## config.mk

```make
export PLATFORM = sky130hd
export DESIGN_NAME = apb_byte_bridge
export DESIGN_NICKNAME = d
export VERILOG_FILES = /design/src/rtl/apb_byte_bridge.sv
export SDC_FILE = /design/constraint.sdc
export NUM_CORES = 1
export LEC_CHECK = 0
export CAP_MARGIN = 10
export CORE_MARGIN = 2
export CORE_UTILIZATION = 51
export DETAILED_ROUTE_END_ITERATION = 6
export GPL_TIMING_DRIVEN = 0
export MAX_ROUTING_LAYER = met4
export PLACE_DENSITY = 0.81
export RECOVER_POWER = 50
export SYNTH_ARGS = -nofsm -noshare
export SYNTH_HDL_FRONTEND = slang
export SYNTH_SLANG_ARGS = --single-unit
```

## constraint.sdc

```tcl
create_clock -name pclk -period 2.4 [get_ports pclk]
set_input_delay 0.48 -clock pclk [delete_from_list [all_inputs] [get_ports pclk]]
set_output_delay 0.48 -clock pclk [all_outputs]
set_load 0.02 [all_outputs]
```

## src/rtl/apb_byte_bridge.sv

```systemverilog
// -----------------------------------------------------------------------------
// apb_byte_bridge
//
// Byte-serial to APB master bridge. Address and write data are assembled from
// 8-bit load strobes (MSB byte first). A rising edge on apb_we / apb_re then
// issues one APB transfer on the channel given by ch_sel. Read data is captured
// into data_out. A transfer ends on pready or after TIMEOUT ACCESS cycles.
// The address can optionally auto-increment after each good transfer.
//
// Parameters:
//   ADDR_BYTES - address bytes (AW = 8*ADDR_BYTES)
//   DATA_BYTES - data bytes    (DW = 8*DATA_BYTES)
//   NCH        - number of APB channels (>= 2), CW = $clog2(NCH)
//   AUTO_INC   - 1: address += ADDR_STEP after every error-free transfer
//   ADDR_STEP  - auto-increment step
//   TIMEOUT    - maximum ACCESS cycles waiting for pready (1..65535)
//
// Ports:
//   pclk, prst_n            - clock (rising edge), async active-low reset
//   data_in, data_sel       - byte to load; 0 = address byte, 1 = data byte
//   data_wr, apb_we, apb_re - level strobes, each acts on its rising edge
//   ch_sel                  - target channel, sampled with the request
//   psel, penable, pwrite,
//   paddr, pwdata           - APB master outputs (psel one-hot per channel)
//   prdata, pready, pslverr - per-channel APB slave returns
//   data_out                - last captured read data
//   busy                    - transfer in progress (FSM not IDLE)
//   done_if                 - one-cycle pulse when a transfer ends (ok or error)
//   err                     - last transfer failed (slave error or timeout)
//   drop_if                 - one-cycle pulse when a request was discarded
// -----------------------------------------------------------------------------
module apb_byte_bridge #(
    parameter int ADDR_BYTES = 1,
    parameter int DATA_BYTES = 1,
    parameter int NCH        = 2,
    parameter int AUTO_INC   = 0,
    parameter int ADDR_STEP  = 4,
    parameter int TIMEOUT    = 255,
    localparam int AW        = 8 * ADDR_BYTES,
    localparam int DW        = 8 * DATA_BYTES,
    localparam int CW        = $clog2(NCH)
) (
    input  logic              pclk,
    input  logic              prst_n,
    input  logic [7:0]        data_in,
    input  logic              data_sel,
    input  logic              data_wr,
    input  logic              apb_we,
    input  logic              apb_re,
    input  logic [CW-1:0]     ch_sel,
    output logic [NCH-1:0]    psel,
    output logic              penable,
    output logic              pwrite,
    output logic [AW-1:0]     paddr,
    output logic [DW-1:0]     pwdata,
    input  logic [NCH*DW-1:0] prdata,
    input  logic [NCH-1:0]    pready,
    input  logic [NCH-1:0]    pslverr,
    output logic [DW-1:0]     data_out,
    output logic              busy,
    output logic              done_if,
    output logic              err,
    output logic              drop_if
);

    typedef enum logic [1:0] {
        S_IDLE   = 2'd0,
        S_SETUP  = 2'd1,
        S_ACCESS = 2'd2,
        S_DONE   = 2'd3
    } state_t;

    state_t          state_r;

    // Edge-detection history and the post-reset arming flag
    logic            wr_q_r;
    logic            we_q_r;
    logic            re_q_r;
    logic            armed_r;

    logic            wr_edge_s;
    logic            we_edge_s;
    logic            re_edge_s;
    logic            req_s;
    logic            drop_s;

    // Byte-assembled address / data staging registers
    logic [AW-1:0]   addr_r;
    logic [DW-1:0]   data_r;
    logic            inc_s;

    // Latched transfer context
    logic [CW-1:0]   ch_r;
    logic [15:0]     cnt_r;

    // Output registers
    logic [NCH-1:0]  psel_r;
    logic            penable_r;
    logic            pwrite_r;
    logic [AW-1:0]   paddr_r;
    logic [DW-1:0]   pwdata_r;
    logic [DW-1:0]   data_out_r;
    logic            busy_r;
    logic            done_if_r;
    logic            err_r;
    logic            drop_if_r;

    // Channel decode and selected-channel return muxing
    logic [NCH-1:0]  onehot_s;
    logic            ch_ok_s;
    logic            sel_ready_s;
    logic            sel_err_s;
    logic [DW-1:0]   sel_rdata_s;

    // Registered history of every strobe input; armed_r masks the first
    // cycle after reset so a level already high at release is not an edge.
    always_ff @(posedge pclk or negedge prst_n) begin
        if (!prst_n) begin
            wr_q_r  <= 1'b0;
            we_q_r  <= 1'b0;
            re_q_r  <= 1'b0;
            armed_r <= 1'b0;
        end else begin
            wr_q_r  <= data_wr;
            we_q_r  <= apb_we;
            re_q_r  <= apb_re;
            armed_r <= 1'b1;
        end
    end

    // Rising-edge detection and request accept/drop decision
    always_comb begin
        wr_edge_s = armed_r & data_wr & ~wr_q_r;
        we_edge_s = armed_r & apb_we  & ~we_q_r;
        re_edge_s = armed_r & apb_re  & ~re_q_r;
        req_s     = we_edge_s | re_edge_s;
        if (state_r == S_IDLE) begin
            // Simultaneous write and read: the write wins, the read is lost
            drop_s = we_edge_s & re_edge_s;
        end else begin
            drop_s = req_s;
        end
    end

    // One-hot decode of ch_sel; no match means an out-of-range channel
    always_comb begin
        onehot_s = {NCH{1'b0}};
        for (int k = 0; k < NCH; k++) begin
            if (ch_sel == CW'(k)) begin
                onehot_s[k] = 1'b1;
            end else begin
                onehot_s[k] = 1'b0;
            end
        end
        ch_ok_s = |onehot_s;
    end

    // Pick pready / pslverr / prdata of the latched channel only
    always_comb begin
        sel_ready_s = 1'b0;
        sel_err_s   = 1'b0;
        sel_rdata_s = {DW{1'b0}};
        for (int k = 0; k < NCH; k++) begin
            if (ch_r == CW'(k)) begin
                sel_ready_s = pready[k];
                sel_err_s   = pslverr[k];
                sel_rdata_s = prdata[k*DW +: DW];
            end else begin
                sel_ready_s = sel_ready_s;
                sel_err_s   = sel_err_s;
                sel_rdata_s = sel_rdata_s;
            end
        end
    end

    // Auto-increment fires in the DONE cycle of an error-free transfer
    always_comb begin
        if ((AUTO_INC != 0) && (state_r == S_DONE) && !err_r) begin
            inc_s = 1'b1;
        end else begin
            inc_s = 1'b0;
        end
    end

    // Address / data byte shifters; an explicit address load takes priority
    // over a coincident auto-increment because it expresses newer intent.
    always_ff @(posedge pclk or negedge prst_n) begin
        if (!prst_n) begin
            addr_r <= {AW{1'b0}};
            data_r <= {DW{1'b0}};
        end else begin
            if (wr_edge_s && !data_sel) begin
                addr_r <= AW'({addr_r, data_in});
            end else if (inc_s) begin
                addr_r <= addr_r + AW'(ADDR_STEP);
            end
            if (wr_edge_s && data_sel) begin
                data_r <= DW'({data_r, data_in});
            end
        end
    end

    // APB master FSM with all bus and status outputs registered
    always_ff @(posedge pclk or negedge prst_n) begin
        if (!prst_n) begin
            state_r    <= S_IDLE;
            ch_r       <= {CW{1'b0}};
            cnt_r      <= 16'd0;
            psel_r     <= {NCH{1'b0}};
            penable_r  <= 1'b0;
            pwrite_r   <= 1'b0;
            paddr_r    <= {AW{1'b0}};
            pwdata_r   <= {DW{1'b0}};
            data_out_r <= {DW{1'b0}};
            busy_r     <= 1'b0;
            done_if_r  <= 1'b0;
            err_r      <= 1'b0;
            drop_if_r  <= 1'b0;
        end else begin
            done_if_r <= 1'b0;
            drop_if_r <= drop_s;
            case (state_r)
                S_IDLE: begin
                    if (req_s) begin
                        if (ch_ok_s) begin
                            state_r   <= S_SETUP;
                            ch_r      <= ch_sel;
                            psel_r    <= onehot_s;
                            penable_r <= 1'b0;
                            pwrite_r  <= we_edge_s;
                            paddr_r   <= addr_r;
                            pwdata_r  <= data_r;
                            cnt_r     <= 16'd0;
                            busy_r    <= 1'b1;
                            err_r     <= 1'b0;
                        end else begin
                            // Bad channel: report completion with error, no bus cycle
                            err_r     <= 1'b1;
                            done_if_r <= 1'b1;
                        end
                    end
                end
                S_SETUP: begin
                    state_r   <= S_ACCESS;
                    penable_r <= 1'b1;
                    cnt_r     <= 16'd0;
                end
                S_ACCESS: begin
                    if (sel_ready_s) begin
                        state_r   <= S_DONE;
                        psel_r    <= {NCH{1'b0}};
                        penable_r <= 1'b0;
                        done_if_r <= 1'b1;
                        err_r     <= sel_err_s;
                        if (!pwrite_r) begin
                            data_out_r <= sel_rdata_s;
                        end
                    end else if (cnt_r == 16'(TIMEOUT - 1)) begin
                        state_r   <= S_DONE;
                        psel_r    <= {NCH{1'b0}};
                        penable_r <= 1'b0;
                        done_if_r <= 1'b1;
                        err_r     <= 1'b1;
                    end else begin
                        cnt_r <= cnt_r + 16'd1;
                    end
                end
                S_DONE: begin
                    state_r <= S_IDLE;
                    busy_r  <= 1'b0;
                end
                default: begin
                    state_r   <= S_IDLE;
                    psel_r    <= {NCH{1'b0}};
                    penable_r <= 1'b0;
                    busy_r    <= 1'b0;
                end
            endcase
        end
    end

    assign psel     = psel_r;
    assign penable  = penable_r;
    assign pwrite   = pwrite_r;
    assign paddr    = paddr_r;
    assign pwdata   = pwdata_r;
    assign data_out = data_out_r;
    assign busy     = busy_r;
    assign done_if  = done_if_r;
    assign err      = err_r;
    assign drop_if  = drop_if_r;

    apb_byte_bridge_chk #(
        .NCH (NCH)
    ) u_chk (
        .pclk    (pclk),
        .prst_n  (prst_n),
        .psel    (psel_r),
        .penable (penable_r),
        .busy    (busy_r),
        .done_if (done_if_r)
    );

endmodule

// -----------------------------------------------------------------------------
// apb_byte_bridge_chk
//
// Protocol invariants of the bridge outputs.
// Ports: pclk, prst_n, and the observed psel / penable / busy / done_if.
// -----------------------------------------------------------------------------
module apb_byte_bridge_chk #(
    parameter int NCH = 2
) (
    input logic           pclk,
    input logic           prst_n,
    input logic [NCH-1:0] psel,
    input logic           penable,
    input logic           busy,
    input logic           done_if
);

    a_psel_onehot: assert property (@(posedge pclk) disable iff (!prst_n)
        $onehot0(psel));

    a_penable_needs_psel: assert property (@(posedge pclk) disable iff (!prst_n)
        penable |-> (|psel));

    a_idle_no_psel: assert property (@(posedge pclk) disable iff (!prst_n)
        !busy |-> (psel == {NCH{1'b0}}));

    a_done_not_enabled: assert property (@(posedge pclk) disable iff (!prst_n)
        done_if |-> !penable);

endmodule

```

; Word-level counts from Yosys, hierarchy flattened
; Index checks and enable logic that the tools add are counted.
[totals]
regBits = 71
in_bits = 35
out_inout_bits = 32
elab_cells = 95
[op_classes]
add_sub_neg = 1
eq_ne = 9
n_mux = 38
bitwise = 12
reduce_logical = 16
[op_table]
columns = operator, count
row1 = $mux W16, 4
row2 = $pmux W16 S3, 1
row3 = $mux W1, 18
row4 = $add A16 B1 Y16 const B, 1
row5 = $eq A16 B8 Y1 const B, 1
row6 = $mux W2, 8
row7 = $reduce_and A3 Y1, 5
row8 = $mux W8, 1
row9 = $ne A2 B2 Y1 const B, 4
row10 = $pmux W2 S4, 1
row11 = $reduce_and A4 Y1, 2
row12 = $and A1 B1 Y1, 7
row13 = $pmux W1 S2, 3
row14 = $reduce_and A5 Y1, 1
row15 = $eq A2 B2 Y1 const B, 2
row16 = $not A1 Y1, 4
row17 = $pmux W2 S2, 1
row18 = $reduce_bool A2 Y1, 2
row19 = $ne A3 B3 Y1 const B, 1
row20 = $pmux W1 S3, 1
row21 = $reduce_bool A3 Y1, 1
row22 = $eq A2 B1 Y1 const B, 1
row23 = $logic_and A1 B1 Y1, 2
row24 = $logic_not A2 Y1, 1
row25 = 3 further kinds, 3

; Depth between registers and ports, before layout
[logic_depth]
depth_word = 5
depth_mapped = 9
ltp_nobuf = 7

; Worst setup path before layout
; OpenSTA, ideal clock, no wires.
[synth_timing]
path_type = register to register
start = register state_r[0]
end = register cnt_r[4]
setup_time_ns = 0.087
arrival_time_ns = 1.838
required_ns = 2.313
slack_ns = 0.475
path_stages_with_launch = 9
path_buffers = 2
period_less_slack_ns = 1.925
cell_sequence = dfrtp_1 > inv_1 > ha_1 > clkbuf_1 > nor3_1 > a21o_1 > buf_2 > or4_1 > o211ai_1
[synth_via]
elab_chain_cells = 3
elab_cells_between_ends = 10
cone_classes = eq/ne (6) / mux (1) / reduce/logical (3)
[synth_rtl]
columns = item, line_no
row1 = start: declaration, 73  ; state_t state_r;
row2 = start signal: assignment, 206  ; state_r <= S_IDLE;
row3 = start signal: assignment, 226  ; state_r <= S_SETUP;
row4 = start signal: assignment, 244  ; state_r <= S_ACCESS;
row5 = "$eq A2 B2 Y1, or another cell as far along", 222  ; case (state_r)
row6 = $ne A2 B2 Y1 (no source line) / $reduce_bool A3 Y1 (equally long branches), n/a
row7 = $reduce_and A5 Y1 (no source line), n/a
row8 = end signal: assignment, 265  ; cnt_r <= cnt_r + 16'd1;
row9 = end: declaration, 94  ; logic [15:0] cnt_r;
; Parallel ways exist; a longest one is shown, timed or not.
; A chain may end at the register's enable or synchronous reset.

; Final worst setup path
[layout_timing]
start = register state_r[0]
end = register data_out_r[6] (netlist: data_out[6])
[layout_via]
elab_chain_cells = 2
[layout_rtl]
columns = item, line_no
row1 = $eq A2 B2 Y1, 222
row2 = $reduce_and A3 Y1 (no source line), n/a
row3 = end signal: assignment, 214  ; data_out_r <= {DW{1'b0}};
row4 = end signal: assignment, 256  ; data_out_r <= sel_rdata_s;
row5 = end: declaration, 102  ; logic [DW-1:0] data_out_r;
; Every way passes these cells.

==> summary.md <==
| Metric | Value |
|---|---|
| Cells after synthesis | `291` |
| Max IR drop VDD | `0.8325 mV` |
| Max Freq | `448.7 MHz` |
| Initial Util | `0.5289` |
| Failing checks | `max-capacitance violations, max-slew violations` |
| Worst path required time | `2.68 ns` |
| DR vias | `2,588` |
| CP Capture Type | `register` |
| Status | `complete, but fails checks` |
| Remaining Overflow, GRT | `0` |
| Pin count of the biggest net entering global routing | `72` |
| Clock latency on the worst-skew pair | `0.35 ns` |
| Clock buffer depth | `2` |
| Final Hold Viols | `0` |
| Crit path arrival time | `2.51 ns` |
| WS Path Type | `reg2reg` |
| Post-synth EDFFs | `0` |
| Final net count | `410` |
| Number of global-route vias before repair | `2,635` |
| Slowest cell on crit path | `dfrtp_1` |
| Area grow syn2layout | `29.21%` |
| Area post-placement | `4113 um^2` |
| CTS tree | `yes` |
| Buf/Inv on CP | `4` |
| Pwr Density | `1155 nW/um^2` |
| Worst slew pin tran | `1.740 ns` |
| Drt wl/cell | `16.73 um` |
| CTS Sinks | `71` |
| Total number of yosys warnings | `0` |
| Clock root buffer | `clkbuf_8` |
| Post-route cell area | `4339 um^2` |
| Most frequent CP cell | `inv_1` |
| TritonRoute pass-1 iters | `5` |
| Commonest non-fill, non-tap cell in the layout | `dfrtp_1` |
| Post-synthesis register bit count | `71` |
| Cts bufs inserted | `9` |
| Top Ports | `67` |
| Worst-path cell chain | `inv_1, ha_1, buf_2, inv_1, nor3_4, clkbuf_1, nor2_1, a21oi_1` |
| Synth async-reset ratio | `1.000` |
| Crit-path leading delay family | `buffers and inverters` |
| HPWL after DPL | `5.130 mm` |
| Synthesized Nets | `333` |
| DR DRC count | `0` |
| Utilization after layout | `0.6834` |
| RSZ-0062 raised after global routing | `no` |
| Hold_buf cts | `0` |
| Fin crit period | `2.229 ns` |
| Share of cells above drive strength 1 | `0.1823` |
| Crit path largest cell delay | `0.41 ns` |
| Commonest cells after routing, fill and taps aside | `dfrtp_1, clkdlybuf4s50_1, mux2_2, nand2_1, nor2_1` |
| Antenna diodes | `0` |
| Worst hold path type | `reg2reg` |
| DR iter-0 viols | `130` |
| Min Hold Slack | `0.5087 ns` |
| Global-route wire length before repair | `12.21 mm` |
| Vias per cell | `5.751` |
| Syn_area_per_cell | `11.54 um^2` |
| Critical path peak fanout | `10` |
| Most common flop cell mapped by yosys | `dfrtp_1` |
| Period utilization | `0.9286` |
| All-layer global routing usage | `0.2215` |
| # Post-CTS Setup Buffers | `0` |
| Drt total wl | `7.528 mm` |
| Worst-path clk slew | `0.08 ns` |
| Worst rel slew slack | `-0.1601` |
| Leak | `1.858 nW` |
| Post-DRT Antenna Nets | `0` |
| Worst Skew | `0.01049 ns` |
| TNS Setup | `0 ns` |
| CP startpoint kind | `register` |
| Die Y-Extent | `85.15 um` |
| Core Rows | `29` |
| Post-synthesis sequential area ratio | `0.5291` |
| Horiz. Die Dim | `85.15 um` |
| Antenna violations before repair | `0` |
| Synth unique cells | `55` |
| Die area | `7250 um^2` |
| CTS HTree Levels | `3` |
| GPL Wtd Cong | `0.8516` |
| CORE AREA | `6350 um^2` |
| Pins Over Slew Limit | `72` |
| Max_cap viols | `1` |
| Mapped Area | `3358 um^2` |
| PortBufs | `66` |
| Final setup viols | `0` |
-- cell usage after synthesis, drive strengths merged, types with 2 or more instances --
cell / number / share of area
dfrtp: 71 / 0.53
mux2: 34 / 0.11
nand2: 23 / 0.026
nor2: 15 / 0.017
a21oi: 14 / 0.021
nand3: 12 / 0.019
inv: 11 / 0.012
mux2i: 10 / 0.031
buf: 8 / 0.016
o21ai: 8 / 0.012
ha: 7 / 0.026
o211ai: 7 / 0.016
nor3: 6 / 0.012
and4: 5 / 0.013
clkbuf: 5 / 0.0056
nand2b: 5 / 0.0093
and3: 4 / 0.0093
o311ai: 4 / 0.010
or3: 4 / 0.0075
a21o: 3 / 0.0067
a22oi: 3 / 0.0067
a31oi: 3 / 0.0056
and2: 3 / 0.0063
o2111ai: 3 / 0.0078
or4: 3 / 0.0067
a211o: 2 / 0.0052
nand4: 2 / 0.0082
nor4: 2 / 0.0056
-- worst paths after layout --
check | from | end | slack (ns) | cells after the start
setup / recovery | state_r[0] | data_out[6] | 0.17 | 8
hold / removal | pwdata[1] | pwdata[1] | 0.51 | 1
setup reg to reg | state_r[0] | data_out[6] | 0.17 | 8
hold reg to reg | pwdata[1] | pwdata[1] | 0.51 | 1
max in group asynchronous | prst_n | pwrite | 0.78 | 1
min in group asynchronous | prst_n | pwdata[7] | 0.59 | 1
-- cell families (layout without fill, tap and decap cells) --
| group | Yosys count | in the layout | synth area share |
|---|---|---|---|
| buffers and inverters | 24 | 106 | 0.03390 |
| other | 1 | 1 | 0.001117 |
| muxes | 44 | 44 | 0.1449 |
| AOI/OAI and AO/OA | 56 | 56 | 0.1155 |
| DFF | 71 | 71 | 0.5291 |
| and+or+nand+nor | 88 | 88 | 0.1494 |
| adders and majority gates | 7 | 7 | 0.02608 |
-- through the flow --
step	instances	total power, W	setup slack [ns]
global route	450	0.005300	0.01026
global placement	434	0.003891	-1.552
CTS	450	0.005023	0.07406
floorplan	291	0.003028	0.4753
finish	450	0.005010	0.1715
detailed placement	434	0.003947	-0.03438
-- final cells by class --
type / instances / area (um^2)
Inverter: 11 / 41.29
Clock inverter: 7 / 97.59
Tap cell: 77 / 96.34
Sequential cell: 71 / 1777
Buffer: 13 / 73.82
Clock buffer: 9 / 123.9
Multi-Input combinational cell: 196 / 1474
Fill cell: 466 / 2011
Timing Repair Buffer: 66 / 655.6
-- flip-flops by register name, summed over array words and instances, names as in the netlist --
register  count
data_r        8
busy          1
wr_q_r        1
err           1
we_q_r        1
paddr         8
psel          2
data_out      8
armed_r       1
pwdata        8
pwrite        1
re_q_r        1
cnt_r        16
done_if       1
state_r       2
addr_r        8
drop_if       1
ch_r          1
penable       1
-- worst register-to-register path, cell delays in order, from the launching register on --
cell	delay (ns)
dfrtp_1	0.41
inv_1	0.14
ha_1	0.18
buf_2	0.23
inv_1	0.23
nor3_4	0.40
clkbuf_1	0.38
nor2_1	0.08
a21oi_1	0.12
-- where the power goes --
part           internal [W]  switching [W]
sequential          0.00156       0.000235
combinational      0.000973        0.00117
clock              0.000586       0.000487
total               0.00312        0.00189
-- layer usage --
metal / global-route usage / share of wire
met5: - / 0
met3: 0.06226 / 0.054
met2: 0.3381 / 0.49
met4: 0.08802 / 0.018
met1: 0.2809 / 0.44
-- timing repair --
item / in CTS / in global routing
setup endpoints to repair: 0 / 17
gates resized for setup: 0 / 3
endpoints found under the hold margin: 0 / 0
Power figures use the tool's default switching activity.
